--- src/rtl/mem_port_arbiter.sv ---
// Arbitrates one shared memory port between instruction fetch (IF) and data access (DM).
// Optional IF anti-starvation guard enabled by defining ARB_STARVE_GUARD_EN.
module mem_port_arbiter #(
  parameter int unsigned ADDR_W     = 64,
  parameter int unsigned DATA_W     = 64,
  parameter int unsigned STARVE_MAX = 4
) (
  input  logic              clk,
  input  logic              reset,
  input  logic              if_req,
  input  logic [ADDR_W-1:0] if_addr,
  output logic [31:0]       if_rdata,
  output logic              if_ack,
  input  logic              dm_req,
  input  logic              dm_we,
  input  logic [ADDR_W-1:0] dm_addr,
  input  logic [DATA_W-1:0] dm_wdata,
  output logic [DATA_W-1:0] dm_rdata,
  output logic              dm_ack,
  output logic              mem_req,
  output logic              mem_we,
  output logic [ADDR_W-1:0] mem_addr,
  output logic [DATA_W-1:0] mem_wdata,
  input  logic [DATA_W-1:0] mem_rdata,
  input  logic              mem_ack,
  output logic              stall_if,
  output logic              stall_mem,
  output logic              owner
);

  typedef enum logic [1:0] {IDLE, BUSY_IF, BUSY_DM, RESP} state_t;

  state_t state, state_nx;
  logic   grant_dm, grant_if, force_if;

`ifdef ARB_STARVE_GUARD_EN
  localparam int unsigned CNT_W = $clog2(STARVE_MAX + 2);
  logic [CNT_W-1:0] starve_cnt;

  assign force_if = if_req && (starve_cnt == CNT_W'(STARVE_MAX));

  // Counts DM grants that left a pending fetch waiting.
  always_ff @(posedge clk or negedge reset) begin
    if (!reset)
      starve_cnt <= '0;
    else if (grant_if)
      starve_cnt <= '0;
    else if (grant_dm && if_req)
      starve_cnt <= starve_cnt + 1'b1;
  end
`else
  logic unused_cfg;
  assign unused_cfg = ^STARVE_MAX;
  assign force_if   = 1'b0;
`endif

  always_ff @(posedge clk or negedge reset) begin
    if (!reset) state <= IDLE;
    else        state <= state_nx;
  end

  always_comb begin
    state_nx = state;
    grant_dm = 1'b0;
    grant_if = 1'b0;
    case (state)
      IDLE: begin
        if (dm_req && !force_if) begin
          grant_dm = 1'b1;
          state_nx = BUSY_DM;
        end else if (if_req) begin
          grant_if = 1'b1;
          state_nx = BUSY_IF;
        end
      end
      BUSY_IF, BUSY_DM: if (mem_ack) state_nx = RESP;
      RESP:             state_nx = IDLE;
      default:          state_nx = IDLE;
    endcase
  end

  always_ff @(posedge clk or negedge reset) begin
    if (!reset) begin
      mem_addr  <= '0;
      mem_wdata <= '0;
      mem_we    <= 1'b0;
      owner     <= 1'b0;
      if_rdata  <= '0;
      dm_rdata  <= '0;
    end else begin
      if (grant_dm) begin
        mem_addr  <= dm_addr;
        mem_wdata <= dm_wdata;
        mem_we    <= dm_we;
        owner     <= 1'b1;
      end else if (grant_if) begin
        mem_addr  <= if_addr;
        mem_we    <= 1'b0;
        owner     <= 1'b0;
      end
      if (mem_ack && state == BUSY_DM) dm_rdata <= mem_rdata;
      if (mem_ack && state == BUSY_IF) if_rdata <= mem_rdata[31:0];
    end
  end

  assign mem_req   = (state == BUSY_IF) || (state == BUSY_DM);
  assign if_ack    = (state == RESP) && !owner;
  assign dm_ack    = (state == RESP) && owner;
  assign stall_if  = if_req & ~if_ack;
  assign stall_mem = dm_req & ~dm_ack;

endmodule

--- config.mk ---
export PLATFORM = sky130hd
export DESIGN_NAME = mem_port_arbiter
export DESIGN_NICKNAME = d
export VERILOG_FILES = /design/src/rtl/mem_port_arbiter.sv
export SDC_FILE = /design/constraint.sdc
export NUM_CORES = 1
export LEC_CHECK = 0
export BUFFER_PORTS_ARGS = -buffer_cell sky130_fd_sc_hd__buf_2
export CAP_MARGIN = 20
export CORE_AREA = 2 2 190 192
export CTS_BUF_LIST = sky130_fd_sc_hd__clkbuf_4 sky130_fd_sc_hd__clkbuf_8
export CTS_CLUSTER_SIZE = 8
export DETAILED_ROUTE_END_ITERATION = 10
export DIE_AREA = 0 0 192 194
export PLACE_DENSITY = 0.51
export RECOVER_POWER = 100
export SLEW_MARGIN = 20
export SYNTH_ARGS = -nofsm -noshare
export SYNTH_HDL_FRONTEND = slang
export SYNTH_SLANG_ARGS = --single-unit
--- constraint.sdc ---
create_clock -name clk -period 2.48 [get_ports clk]
set_input_delay 0.124 -clock clk [delete_from_list [all_inputs] [get_ports clk]]
set_output_delay 0.124 -clock clk [all_outputs]
set_load 0.02 [all_outputs]
==> impl_metrics.tcl <==
set metrics [dict create \
    setup_ws_ps 102.9 \
    p_clk_share_pct 20.0 \
    synth-seq-cells 228 \
    power_switching_mw 7.641 \
    worstPathArrival_ps 2820 \
    reg2reg_to "mem_addr[5]$_DFFE_PN0P_" \
    fin_skew_ps 10.30 \
    rrSetupSlack_ps 100 \
    die_x_um 192 \
    swShare_pct 40.50 \
    grt_usage_pct 16.05 \
    ff2ff_path_depth 7 \
    combinationalPowerShare_pct 44.7 \
    synth_nets 845 \
    path_class "register to register" \
    drc 0 \
    drt_wl_total_um 31220 \
    grt_pass1_vias 8636 \
    status "finished with violations" \
    clock_sinks 228 \
    dp_slack_ps 407.6 \
    period_share_pct 95.85 \
    final_util_pct 44.52 \
    drtPass1Iterations 4 \
    cp-endpoint "mem_addr[5]$_DFFE_PN0P_" \
    antenna_found_initial 1 \
    cp_max_fo 16 \
    clk_pin_slew_ps 60 \
    seq_area_frac_synth_pct 59.32 \
    failed_checks "capacitance limit, slew limit" \
    grt_overflow 0 \
    finalHoldViolations 0 \
    htree_levels 2 \
    drt_iter0_markers 170 \
    cap_violations 1 \
    fmax_ghz 0.4207 \
    synth.area.top_cells "dfrtp_1 59%, mux2_2 21%, mux2_4 9.2%" \
    clockBufferDepth 3 \
    hold_class "input pin to register" \
    yosys_warnings 0 \
    fin_crit_ps 2377 \
    antenna_left 0 \
    dpl.hpwl_um 20380 \
    leakagePower_nw 7.030 \
    synth_cell_types 21 \
    synthCells 578 \
    die_h_um 194 \
    maxSlewHeadroom_pct -34.43 \
    num_io_pins 493 \
    cts_tree "built" \
    fp.coreArea_mm2 0.03522 \
    peakVddDrop_uv 575.2 \
    layout.cells.non_filler 1858 \
    internal-power_mw 11.22 \
    setup_viol 0 \
    setup-tns-final_ps 0 \
    netlist.area_leader.share_pct 59.32 \
    place.port_buffers 492 \
    finalMaxSlewViolations 68 \
    tightestPinTransition_ps 2016 \
    viasPerCell 4.235 \
    vias 7868 \
    grt_max_degree 71 \
    grt_pass1_wl_um 46870 \
    drive_above_1_share_pct 39.08 \
    design_power_total_mw 18.87 \
    antenna_cells 0 \
    start_kind "register" \
    netlist_area_mm2 0.009618 \
    numCtsBuffers 43 \
    regArea_mm2 0.005705 \
    rsz0062_at_grt "false" \
    cp.required_ps 2920 \
    dpl.cell_count 1517 \
    insertion_delay_ps 560 \
    wl_per_cell_um 16.80 \
    num_rows 69 \
    gp_congestion 0.7631 \
    nFillCells 3362 \
    worstReg2RegStart "state[1]$_DFFE_PN0P_" \
    multi_input_area_mm2 0.003502 \
    post-cts-setup-buffers 0 \
    area_growth_pct 63.03 \
    root_buffer "clkbuf_8" \
    pwr-share-seq_pct 35.2 \
    end_kind "register" \
    syn_area_per_cell_um2 16.64 \
    start_util_pct 27.31 \
    nets 1632 \
    design.die.area_mm2 0.03725 \
    startpoint "state[1]$_DFFE_PN0P_" \
    synth_top_cell_by_area "dfrtp_1" \
    p_per_area_mw_per_mm2 1203 \
]
cell type report:
class,instances,share of cell area [%]
clock buffer,73,5.530
clock inverter,4,0.1436
inverter,2,0.04788
multi-input combinational,319,22.33
sequential,228,36.39
tap,461,3.679
timing repair buffer,771,31.88
cells in the mapped netlist:
master	count
o21ai_0	1
a21oi_1	3
mux2_4	59
o22ai_1	1
mux2_1	50
a22o_1	1
buf_6	11
and2_1	2
buf_2	11
buf_4	7
inv_1	2
nand2_4	1
nor2_1	3
dfrtp_1	228
a21oi_2	1
nor2b_1	4
nand2b_1	2
a211oi_1	1
nand2_1	6
ha_1	5
mux2_2	179
cells in the final DEF, fill, tap and decap left out, types with 4 or more instances in the layout:
cell type      instances
mux2_2               179
mux2_4                11
dlygate4sd3_1        262
clkbuf_1             233
nand2_1                6
clkbuf_4              25
dfrtp_1              228
nor2b_1                4
buf_2                261
mux2_1                98
ha_1                   5
clkbuf_8              51
clkbuf_2               4
kinds of logic (layout without fill, tap and decap cells):
| group | count (synthesis) | in the layout | synth area share (%) |
|---|---|---|---|
| compound gates | 8 | 8 | 0.5334 |
| fa+ha+maj | 5 | 5 | 0.6504 |
| buf+inv | 31 | 850 | 2.485 |
| flops | 228 | 228 | 59.32 |
| mux | 288 | 288 | 36.02 |
| simple gates | 18 | 18 | 0.9886 |
worst min path at each step:
stage	from	to	slack, ps	cells past startpoint
after global routing	dm_wdata[43]	mem_wdata[43]$_DFFE_PN0P_	300	3
after floorplan	reset	dm_rdata[0]$_DFFE_PN0P_	-170	0
after global placement	reset	mem_addr[63]$_DFFE_PN0P_	160	1
after detailed placement	reset	mem_addr[1]$_DFFE_PN0P_	170	1
after CTS	reset	mem_we$_DFFE_PN0P_	120	2
final	mem_rdata[61]	dm_rdata[61]$_DFFE_PN0P_	330	3
metrics by stage:
| stage | instance area (um2) | hold slack (ps) |
|---|---|---|
| finish | 15680 | 332.5 |
| global route | 15680 | 296.7 |
| CTS | 16160 | 122.8 |
| detailed placement | 12650 | 165.8 |
| global placement | 12650 | 164.7 |
| floorplan | 9618 | -171.6 |
power groups by stage:
| stage | Clock (mW) | Sequential, mW | Combinational, mW |
|---|---|---|---|
| 6_report | 3.78 | 6.65 | 8.44 |
| 5_1_grt | 4.12 | 6.92 | 9.03 |
| 4_1_cts | 3.94 | 6.60 | 9.53 |
| 3_5_place_dp | 0 | 6.62 | 9.15 |
| 3_3_place_gp | 0 | 6.58 | 9.10 |
| 2_1_floorplan | 0 | 8.98 | 3.65 |
registers in the layout, summed over array words and instances, names as in the netlist:
register and flops:
owner 1, if_rdata 32, mem_wdata 64, mem_addr 64, dm_rdata 64, state 2, mem_we 1
metal layers:
layer	share of wire (%)	vias up	GRT usage [%]
li1	-	3641	-
met1	38	3806	17.24
met2	49	332	28.05
met3	8.6	87	5.321
met4	3.9	2	7.945
met5	0.042	-	0
repair_timing:
| action | 4_1_cts | 5_1_grt |
|---|---|---|
| hold endpoints to repair | 400 | 0 |
| hold buffers | 262 | 0 |
| resized for setup | 0 | 1 |
| endpoints found under the setup margin | 0 | 9 |
critical path, cell delays in order (launching register included):
cell,delay [ps]
dfrtp_1,420
inv_1,110
ha_1,240
nand2_4,130
buf_16,190
mux2_4,310
dlygate4sd3_1,560
mux2_2,270
(Power assumes the default switching activity.)
